[config.mk]
export PLATFORM = sky130hd
export DESIGN_NAME = ci_cos_initiator
export DESIGN_NICKNAME = d
export VERILOG_FILES = /design/src/rtl/ci_cos_initiator.sv
export SDC_FILE = /design/constraint.sdc
export NUM_CORES = 1
export LEC_CHECK = 0
export BUFFER_PORTS_ARGS = -buffer_cell sky130_fd_sc_hd__buf_2
export CELL_PAD_IN_SITES_DETAIL_PLACEMENT = 1
export CELL_PAD_IN_SITES_GLOBAL_PLACEMENT = 2
export CORE_UTILIZATION = 40
export DETAILED_ROUTE_END_ITERATION = 16
export GPL_ROUTABILITY_DRIVEN = 0
export PLACE_DENSITY_LB_ADDON = 0.2
export REMOVE_ABC_BUFFERS = 1
export SLEW_MARGIN = 5
export SYNTH_ARGS = -nofsm -noshare
export SYNTH_HDL_FRONTEND = slang
export SYNTH_SLANG_ARGS = --single-unit
[constraint.sdc]
create_clock -name clk -period 4.5 [get_ports clk]
set_input_delay 0.675 -clock clk [delete_from_list [all_inputs] [get_ports clk]]
set_output_delay 0.675 -clock clk [all_outputs]
set_load 0.01 [all_outputs]
[src/rtl/ci_cos_initiator.sv]
// Streams float32 angles to a multi-cycle CI cos slave, one request at a time,
// and returns each result (or a qNaN filler on timeout) on an output stream.
module ci_cos_initiator #(
  parameter int DATA_W  = 32,
  parameter int DEPTH   = 8,
  parameter int TIMEOUT = 64
) (
  input  logic              clk,
  input  logic              reset,
  input  logic              clk_en,
  input  logic              in_valid,
  input  logic [DATA_W-1:0] in_data,
  output logic              in_ready,
  output logic              ci_clk_en,
  output logic              ci_reset,
  output logic              ci_start,
  output logic [DATA_W-1:0] ci_dataa,
  input  logic              ci_done,
  input  logic [DATA_W-1:0] ci_result,
  output logic              out_valid,
  output logic [DATA_W-1:0] out_data,
  output logic              out_timeout,
  input  logic              out_ready,
  output logic              busy
);

  localparam int AW = $clog2(DEPTH);
  localparam int CW = $clog2(TIMEOUT);

  localparam logic [1:0] S_IDLE  = 2'd0;
  localparam logic [1:0] S_ISSUE = 2'd1;
  localparam logic [1:0] S_WAIT  = 2'd2;
  localparam logic [1:0] S_HOLD  = 2'd3;

  logic [1:0]        state;
  logic [DATA_W-1:0] mem [DEPTH];
  logic [AW:0]       wp;
  logic [AW:0]       rp;
  logic [CW-1:0]     cnt;
  logic              to_pulse;
  logic              empty;
  logic              full;
  logic              push;
  logic              pop;

  assign empty = (wp == rp);
  assign full  = (wp[AW] != rp[AW]) &&
                 (wp[AW-1:0] == rp[AW-1:0]);

  assign in_ready  = clk_en & ~full;
  assign push      = in_valid & in_ready;
  assign pop       = clk_en & (state == S_ISSUE);
  assign ci_clk_en = clk_en;
  assign ci_reset  = reset | to_pulse;
  assign ci_start  = (state == S_ISSUE);
  assign busy      = (state != S_IDLE) | ~empty;

  always_ff @(posedge clk) begin
    if (push) mem[wp[AW-1:0]] <= in_data;
  end

  always_ff @(posedge clk) begin
    if (reset) begin
      state       <= S_IDLE;
      wp          <= '0;
      rp          <= '0;
      cnt         <= '0;
      to_pulse    <= 1'b0;
      ci_dataa    <= '0;
      out_valid   <= 1'b0;
      out_data    <= '0;
      out_timeout <= 1'b0;
    end else if (clk_en) begin
      to_pulse <= 1'b0;
      if (push) wp <= wp + (AW+1)'(1);
      if (pop)  rp <= rp + (AW+1)'(1);
      unique case (state)
        S_IDLE: begin
          // dataa is loaded here so it is already stable while start is high
          if (!empty && !out_valid) begin
            state    <= S_ISSUE;
            ci_dataa <= mem[rp[AW-1:0]];
          end
        end
        S_ISSUE: begin
          state <= S_WAIT;
          cnt   <= '0;
        end
        S_WAIT: begin
          if (ci_done) begin
            state       <= S_HOLD;
            out_valid   <= 1'b1;
            out_data    <= ci_result;
            out_timeout <= 1'b0;
          end else if (cnt == CW'(TIMEOUT-1)) begin
            state       <= S_HOLD;
            out_valid   <= 1'b1;
            out_data    <= DATA_W'(32'h7fc00000);
            out_timeout <= 1'b1;
            to_pulse    <= 1'b1;
          end else begin
            cnt <= cnt + CW'(1);
          end
        end
        S_HOLD: begin
          if (out_ready) begin
            state     <= S_IDLE;
            out_valid <= 1'b0;
          end
        end
        default: state <= S_IDLE;
      endcase
    end
  end

endmodule

### Word-level counts from Yosys, hierarchy flattened

Memories as Yosys holds them, arrays and structs flattened. A register that Yosys moved wholly into a read port is not among the register bits.
Index checks and enable logic that the tools add are counted.

| word-level totals | value |
|---|---|
| flip-flop bits (word level) | 51 |
| RAM bits | 256 |
| input bits | 70 |
| output and inout bits | 71 |
| word-level logic and storage cells | 67 |
| memories | 1 |

| cells by class | value |
|---|---|
| $add $sub $neg | 3 |
| equal/unequal tests | 12 |
| muxes and demuxes | 20 |
| bitwise logic cells | 7 |
| reductions and logical operators | 16 |

Memories:

| memory | depth | width | read ports | clocked after memory_dff | write ports | RTL line | text |
|---|---|---|---|---|---|---|---|
| mem | 8 | 32 | 1 | 1 | 1 | 36 | `logic [DATA_W-1:0] mem [DEPTH];` |

Operators by type and width:

| cell | count |
|---|---|
| two-way mux 32 bit | 2 |
| two-way mux 6 bit | 2 |
| one-hot mux 6 bit (2 select lines) | 1 |
| AND reduction 4 bit | 3 |
| two-way mux 1 bit | 9 |
| adder 4 x 1 -> 4 bit, second input constant | 2 |
| two-way mux 2 bit | 4 |
| != test 2 bit, second input constant | 4 |
| one-hot mux 2 bit (4 select lines) | 1 |
| nonzero test 2 bit | 4 |
| adder 6 x 1 -> 6 bit, second input constant | 1 |
| == test 6 bit, second input constant | 1 |
| AND reduction 3 bit | 2 |
| == test 2 bit, second input constant | 2 |
| == test 4 bit | 1 |
| AND reduction 2 bit | 2 |
| AND 1 bit | 3 |
| == test 3 bit | 1 |
| != test 3 bit, second input constant | 1 |
| == test 2 x 1 -> 1 bit, second input constant | 1 |
| logical AND 1 bit | 2 |
| zero test 1 bit | 2 |
| zero test 2 bit | 1 |
| inverter 1 bit | 2 |
| other kinds (3) | 4 |

### Logic depth before layout (Yosys ltp)

Gate-level depths: netlist of the first run.

| depth | value |
|---|---|
| depth after elaboration | 7 |
| depth in mapped cells | 7 |
| depth with buffers taken out | 6 |

### Least setup slack after synthesis of the first run

Ideal clock, no wire load.

| path | value |
|---|---|
| path type | input to register |
| start point | in clk_en |
| end point | mem mem[0][0], enable pin |
| library setup time | 0.461 ns |
| arrival time | 3.569 ns |
| required time | 4.039 ns |
| slack | 0.470 ns |
| stages | 5 |
| buffers on the path | 1 |
| cells stage by stage | buf_2 > nand2_1 > a41oi_1 > nand2b_1 > nor3_1 |

| on the way | value |
|---|---|
| word-level cells in the longest chain between the ends | 4 |

RTL lines:

| item | RTL line | text |
|---|---|---|
| start: declaration | 10 | `input logic clk_en,` |
| AND 1 bit | 50 | `assign in_ready = clk_en & ~full;` |
| AND 1 bit | 51 | `assign push = in_valid & in_ready;` |
| two-way mux 1 bit | 59 | `if (push) mem[wp[AW-1:0]] <= in_data;` |
| two-way mux 1 bit (implied by the code) | 59 |  |
| end: declaration | 36 |  |

Every way passes these cells.

### Worst setup path after layout of the first run

| path | value |
|---|---|
| start point | reg rp[0] |
| end point | mem mem[0][14], enable pin |

| on the way | value |
|---|---|
| word-level cells in the longest chain between the ends | 7 |

RTL lines:

| item | RTL line | text |
|---|---|---|
| start: declaration | 38 | `logic [AW:0] rp;` |
| start signal: assignment | 76 | `if (pop) rp <= rp + (AW+1)'(1);` |
| == test 3 bit | 48 | `(wp[AW-1:0] == rp[AW-1:0]);` |
| logical AND 1 bit | 47 | `assign full = (wp[AW] != rp[AW]) &&` |
| inverter 1 bit | 50 |  |
| AND 1 bit | 50 |  |
| AND 1 bit | 51 |  |
| two-way mux 1 bit | 59 |  |
| two-way mux 1 bit (implied by the code) | 59 |  |

Every way passes these cells.

==> results of run 1 <==
## worst max-delay path, delay by kind of cell, from the launching register on
kind	cells	cell delay (ns)
AND/OR/NAND/NOR	2	1.18
AO/OA/AOI/OAI	1	0.45
buffers and inverters	1	0.39
flip-flops	1	0.69
XOR/XNOR	1	0.22
## flip-flops by register name, summed over array words and instances (netlist names)
register	count
mem	256
ci_dataa	32
out_data	32
cnt	6
rp	4
wp	4
state	2
out_timeout	1
out_valid	1
to_pulse	1
## stage by stage
step	instances	setup TNS (ns)
finish	1361	0
global route	1361	0
detailed placement	1293	0
global placement	1293	0
floorplan	699	-340.75
CTS	1361	0
## power by group
group	internal (mW)	total, mW	switching (mW)
clock	1.77	2.94	1.17
sequential	3.45	3.52	0.0710
combinational	0.279	0.682	0.402
total	5.49	7.14	1.64
## worst paths after layout
| check | start | endpoint | slack [ns] |
|---|---|---|---|
| max | rp[0] | mem[0][14] | 1.25 |
| min | ci_result[30] | out_data[30] | 0.43 |
| min reg2reg | to_pulse | to_pulse | 0.46 |
| max reg2reg | rp[0] | mem[0][14] | 1.25 |
## metal layers
| layer | routed length (µm) | global-route usage |
|---|---|---|
| met1 | 13000 | 0.236 |
| met4 | 610 | 0.0513 |
| met3 | 1610 | 0.0349 |
| met5 | 22 | 0 |
| met2 | 14900 | 0.317 |
## final cells by class
| type | instances | area [µm²] | area share |
|---|---|---|---|
| repair buffers | 159 | 843 | 0.0547 |
| multi-input cells | 353 | 3460 | 0.224 |
| well taps | 435 | 544 | 0.0353 |
| inverters | 7 | 26.3 | 0.00170 |
| clock inverters | 15 | 124 | 0.00803 |
| clock buffers | 53 | 1070 | 0.0693 |
| flip-flops and latches | 339 | 9360 | 0.607 |
## cells in the final DEF, fill, tap and decap left out, drive strengths merged, types with 2 or more instances in the layout
master    n
a21oi    65
a311oi   33
a31oi     2
a41oi     2
and3      2
buf     159
bufinv    2
clkbuf   53
clkinv   11
dfxtp    83
edfxtp  256
ha        8
inv       8
mux2i    34
mux4     64
nand2    19
nand2b    4
nand3    11
nand4    24
nor2     14
nor3      2
o21ai    29
o221a    10
or3       5
or4       2
xnor2     4
xor2      7
## cells by family after synthesis
logic type	Yosys count	synth area share
muxes	99	0.137
buffers and inverters	67	0.0255
and+or+nand+nor	89	0.0355
xor gates and xnor gates	11	0.00737
AOI/OAI and AO/OA	146	0.0720
DFF	339	0.715
adders and majority gates	8	0.00765
==> flow_summary_export.csv, run 1 <==
group,metric,value,unit
status,status,"completed",
power_and_ir_drop,power.total,7.14,mW
critical_path,crit_chain,"xnor2_1 > a41oi_1 > nand2b_1 > nor3_2 > buf_4",
grt,antenna_found_initial,2,
sta,hold_viol,0,
sta,period_share,0.723,
power_and_ir_drop,p_per_area,463,nW/µm²
grt,grt-ovfl-total,0,
clock_network,cts_sinks,339,
yosys,ys_top_cells_by_area,"edfxtp_1 (59%), dfxtp_1 (13%), mux4_2 (11%)",
sta,worst_pin_slew,1.01,ns
clock_network,cts_tree,"built",
sta,skew,0.00956,ns
clock_network,post_cts_buffers,0,
route,viasPerCell,5.43,
yosys,ys_seq_elements,339,
worst_hold_path,hold_class,"primary input to flop",
power_and_ir_drop,p_leak,5.11,nW
die,core,31900,µm²
cells_and_area,nFillCells,3103,
critical_path,crit_slowest_cell,"nor3_2",
die,fp.dieW,183,µm
placement,portBuffers,140,
yosys,yosys_warnings,0,
sta,min_period,3.25,ns
power_and_ir_drop,ir_drop,0.331,mV
die,rows,65,
critical_path,crit_required,4.70,ns
cells_and_area,antenna_cells,0,
route,drtIter0Drc,471,
clock_network,clockRootBuffer,"clkbuf_16",
sta,max_freq,307,MHz
yosys,netlist_area,13100,µm²
yosys,syn_avg_cell_area,17.2,µm²
die,initial_core_util,0.410,
placement,hpwl,18100,µm
placement,place_area,14200,µm²
critical_path,cpPeakStageDelay,0.85,ns
route,vias,7393,
critical_path,worstPathArrival,3.45,ns
clock_network,hold_buffers,0,
clock_network,htree_levels,2,
die,die_y,183,µm
sta,relSlewSlack,0.321,
placement,pre_cts_slack,1.19,ns
clock_network,ctsResizeCount,0,
route,ant_nets,0,
yosys,synth_edf_count,256,
sta,whs,0.429,ns
yosys,synthFlopType,"edfxtp_1",
cells_and_area,layout-drive-gt1-share,0.324,
route,wl_per_cell,22.2,µm
cells_and_area,final_net_count,975,
clock_network,cts_buffer_depth,3,
yosys,synth_most_common_cell,"edfxtp_1",
sta,rsz0062_at_grt,"no",
grt,first_global_vias,8073,
worst_hold_path,min_delay_path_depth,2,
route,drc,0,
critical_path,path_class,"flop to flop",
sta,postLayoutSetupSlackWorst,1.25,ns
cells_and_area,fin_area,15400,µm²
clock_network,insertion_delay,0.51,ns
job,drv_cap,0,
clock_network,path_clk_slew,0.06,ns
yosys,synth_cell_types,39,
cells_and_area,syn_to_final_growth,17.9,%
cells_and_area,utilization,0.484,
yosys,syn_inst,759,
sta,maxSlewViolCount,0,
yosys,yosys-top-cells-count,"edfxtp_1 (256), dfxtp_1 (83), a21oi_1 (65)",
grt,grt_max_degree,69,
critical_path,start_kind,"flop",
grt,grt_pass1_wl,46500,µm
route,dr.pass1.iters,4,
critical_path,worst-path-max-fanout,28,
critical_path,cp-end-kind,"flop",
route,drt_wl_total,30200,µm
clock_network,cts_buffers,37,
yosys,async_flop_share,0,
sta,finalSetupViolations,0,
yosys,yosysTopAreaCellShare,0.588,
yosys,synth_top_area_cell,"edfxtp_1",
yosys,yosysSeqAreaShare,0.715,
grt,grt_use_total,0.183,
die,die_area,33400,µm²
die,pin_count,141,
critical_path,rr_worst_depth,5,
Note: power is estimated with default switching activity, not from simulation.
==> run 2, diff against run 1 <==
Settings changed: ABC_AREA set to 1, CORE_UTILIZATION 40 to 38.
Clock period 4.5 ns to 3.25 ns, I/O delays scaled along.
==> flow_summary_export.csv, run 2 <==
group,metric,value,unit
placement,pre_cts_slack,0.915,ns
sta,min_period,2.40,ns
clock_network,path_clk_slew,0.06,ns
cells_and_area,stdcell_count,1885,
route,vias,9396,
yosys,yosysTopAreaCellShare,0.566,
sta,worst_pin_slew,0.779,ns
sta,finalSetupViolations,0,
grt,grt_max_degree,117,
clock_network,insertion_delay,0.52,ns
route,viasPerCell,4.98,
yosys,ys_top_cells_by_area,"edfxtp_1 (57%), dfxtp_1 (12%), nand2_1 (9.1%)",
critical_path,crit_required,2.76,ns
grt,antenna_found_initial,0,
clock_network,clockRootBuffer,"clkbuf_16",
critical_path,cp-end-kind,"primary output",
critical_path,cpLargestDelayFamily,"simple AND/OR/NAND/NOR gates",
yosys,synthFlopType,"edfxtp_1",
cells_and_area,syn_to_final_growth,17.3,%
critical_path,r2r-end,"mem[6][5]",
yosys,synth_most_common_cell,"nand2_1",
worst_hold_path,min_delay_path_depth,3,
route,wl_per_cell,18.3,µm
clock_network,htree_levels,2,
sta,skew,0.0166,ns
cells_and_area,antenna_cells,0,
cells_and_area,final_net_count,1479,
critical_path,crit_slowest_cell,"dfxtp_4",
sta,relSlewSlack,0.481,
worst_hold_path,hold_class,"primary input to flop",
placement,dp.cells,1816,
power_and_ir_drop,p_leak,6.23,nW
placement,portBuffers,140,
critical_path,path_common_cell,"nand2_1",
die,core,34900,µm²
cells_and_area,multiInputGateArea,3640,µm²
critical_path,path_buf_inv,2,
critical_path,worst-path-max-fanout,20,
critical_path,reg2reg_setup_slack,0.93,ns
yosys,synth_edf_count,256,
cells_and_area,layout-drive-gt1-share,0.171,
critical_path,path_class,"flop to primary output",
route,drtIter0Drc,438,
yosys,yosys-top-cells-count,"nand2_1 (331), edfxtp_1 (256), nand3_1 (173)",
clock_network,cts_sinks,339,
yosys,async_flop_share,0,
critical_path,rr_worst_depth,7,
clock_network,cts_tree,"built",
clock_network,ctsResizeCount,0,
die,initial_core_util,0.389,
yosys,yosysSeqAreaShare,0.688,
cells_and_area,regArea,9350,µm²
grt,first_global_vias,9801,
grt,grt_pass1_wl,55000,µm
grt,grt.busiest_layer,"met2",
die,fp.dieW,191,µm
route,dr.pass1.iters,4,
grt,use_met3,0.0319,
power_and_ir_drop,ir_drop,0.333,mV
clock_network,hold_buffers,0,
die,pin_count,141,
critical_path,reg2reg_from,"rp[1]",
cells_and_area,layout_commonest_cell,"nand2_1",
clock_network,post_cts_buffers,0,
clock_network,cts_buffers,38,
route,drc,0,
sta,max_freq,417,MHz
grt,grt_use_total,0.194,
cells_and_area,largest_register_ffs,256,
power_and_ir_drop,p_per_area,646,nW/µm²
sta,hold_viol,0,
route,drt_wl_total,34500,µm
sta,period_share,0.737,
job,drv_cap,0,
die,die_area,36500,µm²
yosys,syn_inst,1274,
grt,met1_usage,0.266,
die,rows,68,
critical_path,worstPathArrival,1.91,ns
sta,maxSlewViolCount,0,
yosys,synth_cell_types,31,
cells_and_area,final_cell_mix,"nand2_1 (331), edfxtp_1 (256), nand3_1 (173), nor2_1 (152), buf_2 (140)",
grt,grt-ovfl-total,0,
cells_and_area,nFillCells,3855,
yosys,ys_seq_elements,339,
sta,rsz0062_at_grt,"no",
status,status,"completed",
grt,met2_usage,0.323,
worst_hold_path,hold_end,"out_data[3]",
yosys,syn_avg_cell_area,10.7,µm²
placement,place_area,14700,µm²
critical_path,start_kind,"flop",
die,die_y,191,µm
cells_and_area,fin_area,15900,µm²
yosys,netlist_area,13600,µm²
route,ant_nets,0,
placement,hpwl,20000,µm
clock_network,cts_buffer_depth,3,
yosys,synth_top_area_cell,"edfxtp_1",
sta,postLayoutSetupSlackWorst,0.853,ns
yosys,yosys_warnings,0,
critical_path,crit_chain,"clkinv_2 > nand2_1 > nand2_1 > nor2_4 > nand3_1 > buf_2",
worst_hold_path,min_from,"ci_result[3]",
critical_path,cpPeakStageDelay,0.45,ns
## run 2: worst max-delay path by stage
stage / from / to / slack, ns / cells past startpoint
6_report: rp[0] / busy / 0.85 / 6
3_5_place_dp: clk_en / mem[6][21] / 0.92 / 6
5_1_grt: rp[0] / busy / 0.71 / 6
4_1_cts: rp[0] / busy / 0.83 / 6
2_1_floorplan: rp[0] / mem[3][0] / -2.78 / 7
3_3_place_gp: clk_en / mem[6][0] / 0.96 / 6
## run 2: power breakdown
part	switching, mW	internal [mW]
clock	1.70	2.41
sequential	0.0849	4.80
combinational	0.881	0.409
total	2.66	7.62
## run 2: metrics by stage
stage	TNS [ns]	power (mW)	hold WS, ns	utilization
2_1_floorplan	-666.40	5.76	0.435	-
3_3_place_gp	0	6.26	0.445	0.422
3_5_place_dp	0	6.29	0.455	0.422
4_1_cts	0	10.4	0.212	0.457
5_1_grt	0	10.8	0.224	0.457
6_report	0	10.3	0.232	0.457
## run 2: cell type report
class | count | share of cell area
clock buffers | 49 | 0.0649
well taps | 455 | 0.0357
repair buffers | 160 | 0.0589
inverters | 60 | 0.0145
clock inverters | 20 | 0.00990
flip-flops and latches | 339 | 0.587
multi-input cells | 802 | 0.229
## run 2: worst reg2reg max path: cells and delay by family, from the launching register on
family | cells | cell delay [ns]
buffers and inverters | 1 | 0.31
AND/OR/NAND/NOR | 5 | 0.84
flip-flops | 1 | 0.63
AO/OA/AOI/OAI | 1 | 0.18
## run 2: logic make-up after synthesis
| family | after synthesis | share of synthesized area |
|---|---|---|
| simple gates | 681 | 0.211 |
| fa+ha+maj | 8 | 0.00737 |
| buf+inv | 133 | 0.0471 |
| compound gates | 110 | 0.0447 |
| flops | 339 | 0.688 |
| xor+xnor | 3 | 0.00194 |
## run 2: layer usage
layer	wire, µm	part of all wire
met5	0	0
met4	446	0.013
met3	1010	0.029
met1	16400	0.48
met2	16600	0.48
==> run 3, diff against run 2 <==
Settings changed: ABC_AREA 1 to 0, CORE_UTILIZATION 38 to 39.
Clock period 3.25 ns to 2.1 ns, I/O delays scaled along.
==> flow_summary_export.csv, run 3 (synthesis results as in run 1) <==
group,metric,value,unit
sta,skew,0.0220,ns
route,dr.pass1.iters,4,
grt,antenna_found_initial,3,
clock_network,cts_tree,"built",
placement,pre_cts_slack,-0.0177,ns
critical_path,crit_chain,"buf_4 > xnor2_2 > a41oi_1 > buf_2",
cells_and_area,nFillCells,3171,
cells_and_area,syn_to_final_growth,21.1,%
route,wl_per_cell,22.4,µm
die,initial_core_util,0.399,
critical_path,worstPathArrival,1.70,ns
sta,period_share,0.961,
route,ant_nets,0,
cells_and_area,layout_commonest_cell,"edfxtp_1",
grt,first_global_vias,8136,
power_and_ir_drop,ir_drop,0.485,mV
critical_path,cpPeakStageDelay,0.35,ns
cells_and_area,layout-drive-gt1-share,0.346,
grt,grt_max_degree,65,
route,routed.top_layer,"met5",
route,dr_wl_met3,1460,µm
die,rows,66,
power_and_ir_drop,p_leak,5.26,nW
job,drv_cap,0,
clock_network,hold_buffers,0,
cells_and_area,largest_register_ffs,256,
die,die_area,34300,µm²
clock_network,clockRootBuffer,"clkbuf_16",
power_and_ir_drop,p_per_area,971,nW/µm²
critical_path,crit_required,1.78,ns
route,wl_met2,15400,µm
route,drc,0,
route,viasPerCell,5.43,
critical_path,crit_slowest_cell,"dfxtp_4",
cells_and_area,utilization,0.483,
critical_path,cpLargestDelayFamily,"flip-flops",
clock_network,insertion_delay,0.53,ns
critical_path,worst-path-max-fanout,4,
cells_and_area,final_net_count,998,
route,m1WireLength,13700,µm
critical_path,path_buf_inv,2,
clock_network,htree_levels,2,
placement,hpwl,19300,µm
die,die_y,185,µm
clock_network,cts_sinks,339,
grt,grt_use_total,0.185,
route,vias,7558,
sta,relSlewSlack,0.582,
die,fp.dieW,185,µm
placement,place_area,14600,µm²
critical_path,cp-end-kind,"primary output",
sta,postLayoutSetupSlackWorst,0.0823,ns
cells_and_area,fin_area,15800,µm²
critical_path,path_class,"flop to primary output",
sta,hold_viol,0,
route,drtIter0Drc,318,
grt,grt_pass1_wl,47300,µm
grt,grt-ovfl-total,0,
sta,rsz0062_at_grt,"no",
die,core,32800,µm²
status,status,"completed",
clock_network,cts_buffer_depth,3,
cells_and_area,final_cell_mix,"edfxtp_1 (256), buf_2 (140), dfxtp_1 (79), a21oi_1 (65), mux4_2 (64)",
sta,min_period,2.02,ns
clock_network,cts_buffers,37,
clock_network,path_clk_slew,0.06,ns
critical_path,start_kind,"flop",
sta,worst_pin_slew,0.626,ns
sta,maxSlewViolCount,0,
placement,portBuffers,140,
sta,max_freq,496,MHz
sta,finalSetupViolations,0,
worst_hold_path,hold_class,"primary input to flop",
die,pin_count,141,
route,drt_wl_total,31200,µm
[run 3: routing by layer]
| metal | global-route usage | vias up |
|---|---|---|
| li1 | - | 3397 |
| met1 | 0.237 | 3897 |
| met2 | 0.322 | 201 |
| met3 | 0.0320 | 59 |
| met4 | 0.0532 | 4 |
| met5 | 0 | - |
[run 3: repair_timing]
item | CTS | global route
hold endpoints to repair | 0 | 0
pin swaps | 0 | 2
endpoints found under the setup margin | 33 | 122
resized for setup | 2 | 8
buffers inserted | 0 | 2
[run 3: area by class of cell]
class                      instances  area [µm²]  area share
tap                              442         553      0.0349
inverter                           7        26.3     0.00166
antenna                            1        2.50    0.000158
clock inverter                    14         143     0.00901
multi-input combinational        353        3510       0.222
timing repair buffer             182        1210      0.0763
sequential                       339        9360       0.591
clock buffer                      53        1030      0.0649
[run 3: power by group]
group	internal, mW	switching (mW)	leakage [nW]
clock	3.68	2.58	0.567
combinational	0.677	0.952	1.71
sequential	7.38	0.100	2.99
total	11.7	3.63	5.26
[run 3: stage by stage]
| stage | instances | setup TNS (ns) | hold slack (ns) | power [mW] |
|---|---|---|---|---|
| floorplan | 699 | -1053.73 | 0.384 | 8.55 |
| global placement | 1321 | 0 | 0.442 | 9.20 |
| detailed placement | 1321 | -0.367 | 0.468 | 9.26 |
| CTS | 1388 | 0 | 0.0301 | 15.6 |
| global route | 1390 | 0 | 0.0358 | 15.9 |
| finish | 1391 | 0 | 0.0500 | 15.4 |
[run 3: worst paths after layout]
kind	cells after the start	slack [ns]	to	startpoint
max	4	0.08	in_ready	wp[2]
min	1	0.05	mem[3][4]	in_data[4]
max reg2reg	4	0.13	ci_dataa[3]	rp[3]
min reg2reg	2	0.47	to_pulse	to_pulse
[run 3: worst reg2reg max path, cell delays in order (launching register included)]
cell	delay (ns)
dfxtp_1	0.34
xor2_2	0.23
or4_2	0.75
buf_4	0.27
a311oi_1	0.29
